**src/rtl/axis_labcontrol_rx_mc.sv**
```systemverilog
// ---------------------------------------------------------------------------
// axis_labcontrol_rx_mc
//   Multi-channel LabControl bus receiver. Words written by the bus master to
//   addresses BASE_ADDRESS .. BASE_ADDRESS+NUM_CH-1 are queued in one FIFO and
//   presented on an AXI-Stream master port in arrival order.
//
// Optional feature macro: LC_STROBE_FILTER_EN
//   When defined, the synchronised strobe must stay high FILTER_LEN
//   consecutive clocks before it counts as a write.
//
// Ports
//   m_axis_aclk    in   clock, all logic on the rising edge
//   m_axis_areset  in   asynchronous active-high reset
//   m_axis_tdata   out  captured {DIOA,DIOB}, resized to AXIS_DATA_WIDTH
//   m_axis_tvalid  out  FIFO non-empty
//   m_axis_tready  in   downstream accept
//   m_axis_tdest   out  channel index (DIOC - BASE_ADDRESS)
//   m_axis_tuser   out  subbus DIOD[4:2]
//   DIOA..DIOD     in   asynchronous LabControl bus (DIOD[0] strobe,
//                       DIOD[1] direction, DIOD[4:2] subbus)
//   fifo_level     out  FIFO occupancy
//   drop_count     out  words lost to FIFO full, saturating
// ---------------------------------------------------------------------------
module axis_labcontrol_rx_mc #(
    parameter int AXIS_DATA_WIDTH = 16,
    parameter int NUM_CH          = 4,
    parameter int BASE_ADDRESS    = 'h10,
    parameter int FIFO_DEPTH      = 16,
    parameter int CNT_WIDTH       = 8,
    parameter int FILTER_LEN      = 3
) (
    input  logic                                      m_axis_aclk,
    input  logic                                      m_axis_areset,
    output logic [AXIS_DATA_WIDTH-1:0]                m_axis_tdata,
    output logic                                      m_axis_tvalid,
    input  logic                                      m_axis_tready,
    output logic [((NUM_CH > 1) ? $clog2(NUM_CH) : 1)-1:0] m_axis_tdest,
    output logic [2:0]                                m_axis_tuser,
    input  logic [7:0]                                DIOA,
    input  logic [7:0]                                DIOB,
    input  logic [7:0]                                DIOC,
    input  logic [7:0]                                DIOD,
    output logic [$clog2(FIFO_DEPTH):0]               fifo_level,
    output logic [CNT_WIDTH-1:0]                      drop_count
);

    localparam int TDW = (NUM_CH > 1) ? $clog2(NUM_CH) : 1;
    localparam int AW  = $clog2(FIFO_DEPTH);
    localparam logic [8:0] ADDR_LO = 9'(BASE_ADDRESS);
    localparam logic [8:0] ADDR_HI = 9'(BASE_ADDRESS + NUM_CH - 1);

    typedef struct packed {
        logic [15:0]    data;
        logic [TDW-1:0] ch;
        logic [2:0]     sub;
    } entry_t;

    // ---------------- strobe synchroniser and edge detect ----------------
    // Sync flops and history reset to 1 so a strobe already high when reset
    // releases is treated as old and never produces a word.
    logic [1:0] sync_q, sync_d;
    logic       hist_q;
    logic       strb_f;
    logic       strb_ev;

    assign sync_d = {sync_q[0], DIOD[0]};

`ifdef LC_STROBE_FILTER_EN
    // fcnt_q counts prior consecutive high cycles, saturating at FILTER_LEN-1.
    // Once the filtered strobe is high (hist_q) it stays high until the raw
    // synchronised strobe drops, so the counter is only needed for the rise.
    logic [3:0] fcnt_q, fcnt_d;
    localparam logic [3:0] FCNT_MAX = 4'(FILTER_LEN - 1);

    always_comb begin
        fcnt_d = fcnt_q;
        if (!sync_q[1])
            fcnt_d = '0;
        else if (fcnt_q != FCNT_MAX)
            fcnt_d = fcnt_q + 4'd1;
    end

    assign strb_f = sync_q[1] & (hist_q | (fcnt_q == FCNT_MAX));

    always_ff @(posedge m_axis_aclk or posedge m_axis_areset) begin
        if (m_axis_areset) fcnt_q <= '0;
        else               fcnt_q <= fcnt_d;
    end
`else
    assign strb_f = sync_q[1];
`endif

    assign strb_ev = strb_f & ~hist_q;

    always_ff @(posedge m_axis_aclk or posedge m_axis_areset) begin
        if (m_axis_areset) begin
            sync_q <= 2'b11;
            hist_q <= 1'b1;
        end else begin
            sync_q <= sync_d;
            hist_q <= strb_f;
        end
    end

    // ---------------- address decode and FIFO control ----------------
    logic   addr_hit;
    logic   wr_req;
    logic   full;
    logic   pop;
    logic   push;
    logic   drop;
    entry_t in_entry;
    entry_t head;

    logic [AW-1:0]        wr_q, wr_d, rd_q, rd_d;
    logic [AW:0]          lvl_q, lvl_d;
    logic [CNT_WIDTH-1:0] drop_q, drop_d;

    assign addr_hit = ({1'b0, DIOC} >= ADDR_LO) && ({1'b0, DIOC} <= ADDR_HI);
    assign wr_req   = strb_ev & addr_hit & ~DIOD[1];
    assign full     = (lvl_q == (AW+1)'(FIFO_DEPTH));
    assign pop      = m_axis_tvalid & m_axis_tready;
    // When full, a same-cycle pop frees the slot being written.
    assign push     = wr_req & (~full | pop);
    assign drop     = wr_req & full & ~pop;

    assign in_entry.data = {DIOA, DIOB};
    assign in_entry.ch   = TDW'({1'b0, DIOC} - ADDR_LO);
    assign in_entry.sub  = DIOD[4:2];

    always_comb begin
        wr_d   = wr_q;
        rd_d   = rd_q;
        lvl_d  = lvl_q;
        drop_d = drop_q;
        if (push) wr_d = wr_q + 1'b1;
        if (pop)  rd_d = rd_q + 1'b1;
        case ({push, pop})
            2'b10:   lvl_d = lvl_q + 1'b1;
            2'b01:   lvl_d = lvl_q - 1'b1;
            default: lvl_d = lvl_q;
        endcase
        if (drop && (drop_q != '1)) drop_d = drop_q + 1'b1;
    end

    always_ff @(posedge m_axis_aclk or posedge m_axis_areset) begin
        if (m_axis_areset) begin
            wr_q   <= '0;
            rd_q   <= '0;
            lvl_q  <= '0;
            drop_q <= '0;
        end else begin
            wr_q   <= wr_d;
            rd_q   <= rd_d;
            lvl_q  <= lvl_d;
            drop_q <= drop_d;
        end
    end

    // Storage carries no reset; the outputs are masked by tvalid instead.
    entry_t mem [FIFO_DEPTH];

    always_ff @(posedge m_axis_aclk) begin
        if (push) mem[wr_q] <= in_entry;
    end

    assign head          = mem[rd_q];
    assign m_axis_tvalid = (lvl_q != '0);
    assign m_axis_tdata  = m_axis_tvalid ? AXIS_DATA_WIDTH'(head.data) : '0;
    assign m_axis_tdest  = m_axis_tvalid ? head.ch  : '0;
    assign m_axis_tuser  = m_axis_tvalid ? head.sub : '0;
    assign fifo_level    = lvl_q;
    assign drop_count    = drop_q;

    // Reserved bus bits carry nothing for this receiver.
    logic unused_ok;
    assign unused_ok = ^{DIOD[7:5], FILTER_LEN[0]};

endmodule

```
**config.mk**
```make
export PLATFORM = sky130hd
export DESIGN_NAME = axis_labcontrol_rx_mc
export DESIGN_NICKNAME = d
export VERILOG_FILES = /design/src/rtl/axis_labcontrol_rx_mc.sv
export SDC_FILE = /design/constraint.sdc
export NUM_CORES = 1
export LEC_CHECK = 0
export BUFFER_PORTS_ARGS = -buffer_cell sky130_fd_sc_hd__buf_2
export CORE_MARGIN = 1
export CORE_UTILIZATION = 50
export CTS_CLUSTER_DIAMETER = 80
export CTS_CLUSTER_SIZE = 8
export DETAILED_ROUTE_END_ITERATION = 8
export PLACE_DENSITY = 0.69
export REMOVE_ABC_BUFFERS = 1
export SYNTH_ARGS = -nofsm -noshare
export SYNTH_HDL_FRONTEND = slang
export SYNTH_SLANG_ARGS = --single-unit
```
**constraint.sdc**
```tcl
create_clock -name m_axis_aclk -period 5.4 [get_ports m_axis_aclk]
set_input_delay 0 -clock m_axis_aclk [delete_from_list [all_inputs] [get_ports m_axis_aclk]]
set_output_delay 0 -clock m_axis_aclk [all_outputs]
set_load 0.1 [all_outputs]
```
==> metrics.txt <==
hold crit path type=input pin to flop; Hold-fix buffers, CTS=24; r2r worst-path depth=6; Synth Instances=641; gr usage total=between 20% and 30%; vias per cell=slightly below 6; DIE HEIGHT=between 150 and 200 um; DRT antenna net count=0; clock slew seen by the registers of the worst setup and hold paths=0.05 ns; Layout Nets=814; unique cell type count in the Yosys netlist=43; final std cells w/o fill=around 1.2k; reg-to-reg endpoint=mem[0][13]; detailed placer's ending HPWL=between 15000 and 20000 um; vias in the first global route=~7.2k; final hold violations=0; Critical Path Slowest Stage Cell=dfrtp_4; Synth top area share=71.9%; CTS tree=built; critical path type=flop to output pin; Post-synth ARST share=under 10%; FF/Latch Area=approximately 11000 sq um; Crit Path Max Fanout=54; Root Buffer=clkbuf_16; CTS Buffer Depth=3; Seq/Total Area, Yosys=about three quarters; clock latency on the worst-skew pair=0.55 ns; Post-CTS Resized=0; gp weighted congestion=a little over 0.7; worst endpoint data arrival time=~3.4 ns; PortBufs=66; area leader, netlist=edfxtp_1; die width=approximately 170 um; layout cells sized above 1=32.9%; area occupied by multi-input gates=~3200 sq um; Buf+Inv Stages, Crit Path=2; CTS H-Tree Depth=2; VDD IR max=0.000435 V; CP endpoint kind=output pin; #FFs+latches synth=360; Sink Count=360; fill cell count=about 1.9k; Die ar.=28700 sq um; WL final=between 20000 and 30000 um; routed len/inst=about 24 um; WHS Path Cells=4; initial antenna violation count=0; Starting Density=51.5%; drt first pass iters=5; Mean Syn Cell Area=~22 sq um; Synth top cells by count=edfxtp_1, mux4_2, mux2i_1; Design Power=just over 9 mW; CP cell instances=buf_12 > mux4_2 > mux2i_1 > o22ai_1 > buf_2; antenna diode count=0; Slew Limit Fails=0; Startpoint Class=flop; Worst Skew=0.0166 ns; Vias=roughly 6.7k; EDFF count, synth=approximately 340; outcome=complete, no violations; yosys warns=0; CTS buffer count=50; RSZ-0062 raised after global routing=false; pin count of the biggest net entering global routing=between 50 and 60; post-CTS setup buffer count=0; initial DRC count=between 500 and 600; Post-synth top flop=edfxtp_1; hold endpoint=drop_count[2]; relative slew slack=between 20% and 30%; Layout Area Growth over Synthesis=17.4%; Top-Level Pins=70; CP delay by family, top=flip-flops; worst hold path startpoint=DIOD[1]; PwrDens=555 nW/um^2; worst r2r src=sync_q[1]; first-pass GRT wire length=42400 um; synthesized area=14000 sq um; Max Fclk=299 MHz; final worst-path cycle share=~62%; row cnt=60; fin crit period=3.35 ns; top-count cell post-synth=edfxtp_1; Least-Margin Pin Slew=1.12 ns; CP Data Required Time=between 5 and 6 ns; reg-to-reg slack, setup=between 2 and 2.5 ns; Max Cap Viol=0; Pleak=5.56 nW; top cells by area, synth=edfxtp_1, mux4_2, dfrtp_1; GRT overflow=0; DP Cell Count=between 1k and 1.5k; Setup Viol. Count Final=0; core area=27300 sq um; DRC errors left=0; Largest stage delay, worst path=1.17 ns
## cell families (layout without fill, tap and decap cells)
kind of cell / after synthesis / after routing / synth area share [%]
and+or+nand+nor: 58 / 58 / 2.25
muxes: 131 / 131 / 17.0
DFF: 360 / 360 / 76.2
buffers and inverters: 36 / 173 / 1.16
adders and majority gates: 10 / 10 / 0.946
AOI/OAI and AO/OA: 30 / 30 / 1.44
xor gates and xnor gates: 16 / 16 / 0.999
## metal layers
metal	track usage [%]	share of wire (%)	wire length, um
met1	27.5	41	11500
met2	34.3	51	14200
met3	3.29	5.9	1650
met4	6.74	1.9	541
met5	0	0	0
## flip-flops by register name, summed over array words and instances, names as in the netlist
signal and cells:
hist_q 1, drop_count 8, sync_q 2, wr_q 4
mem 336, fifo_level 5, rd_q 4
## stage by stage
stage / utilization, % / TNS (ns) / area [sq um] / worst slack (ns) / hold WS, ns
after CTS: 60.4 / 0 / 16500 / 1.96 / 0.0251
final: 60.4 / 0 / 16500 / 2.05 / 0.0515
after global routing: 60.4 / 0 / 16500 / 1.81 / 0.0677
after detailed placement: 54.6 / 0 / 14900 / 2.07 / 0.111
after global placement: 54.6 / 0 / 14900 / 2.12 / 0.109
after floorplan: - / -2.35 / 13900 / -0.112 / 0.00448
## tightest hold or removal path, stage by stage
cell     delay, ns
buf_2         0.08
and4b_1       0.23
nand4_1       0.16
xnor2_1       0.08
## final cells by class
class	count	area share, %
Clock inverter	2	0.175
Clock buffer	59	7.93
Sequential cell	360	65.0
Tap cell	372	2.83
Multi-Input combinational cell	245	19.6
Inverter	3	0.0684
Timing Repair Buffer	109	4.41
## how the worst max path moves through the flow
stage / cells after the start / slack, ns / to / from
floorplan: 3 / -0.11 / m_axis_tdata[0] / rd_q[0]
global placement: 6 / 2.12 / mem[0][3] / sync_q[1]
CTS: 5 / 1.96 / m_axis_tdata[1] / rd_q[0]
global route: 5 / 1.81 / m_axis_tdata[14] / rd_q[0]
finish: 5 / 2.05 / m_axis_tdata[1] / rd_q[0]
detailed placement: 6 / 2.07 / mem[0][8] / sync_q[1]
## where the power goes
group          internal [mW]  switching, mW  total [mW]  leakage [nW]
clock                   1.67           1.04        2.71         0.652
combinational           1.00           2.05        3.05          1.60
sequential              3.10          0.273        3.37          3.31
## layout by cell type, fill, tap and decap left out, drive strengths merged, types with 5 or more instances in the layout
cell,synthesis,layout
inv,3,5
nand3,6,6
ha,9,9
mux2,5,5
edfxtp,336,336
dlygate4sd3,0,24
xnor2,12,12
dfrtp,21,21
nand4,5,5
buf,20,85
nor2,18,18
o22ai,21,21
clkbuf,13,59
nor3,5,5
mux4,84,84
mux2i,42,42
nand2,9,9
Power figures use the tool's default switching activity.
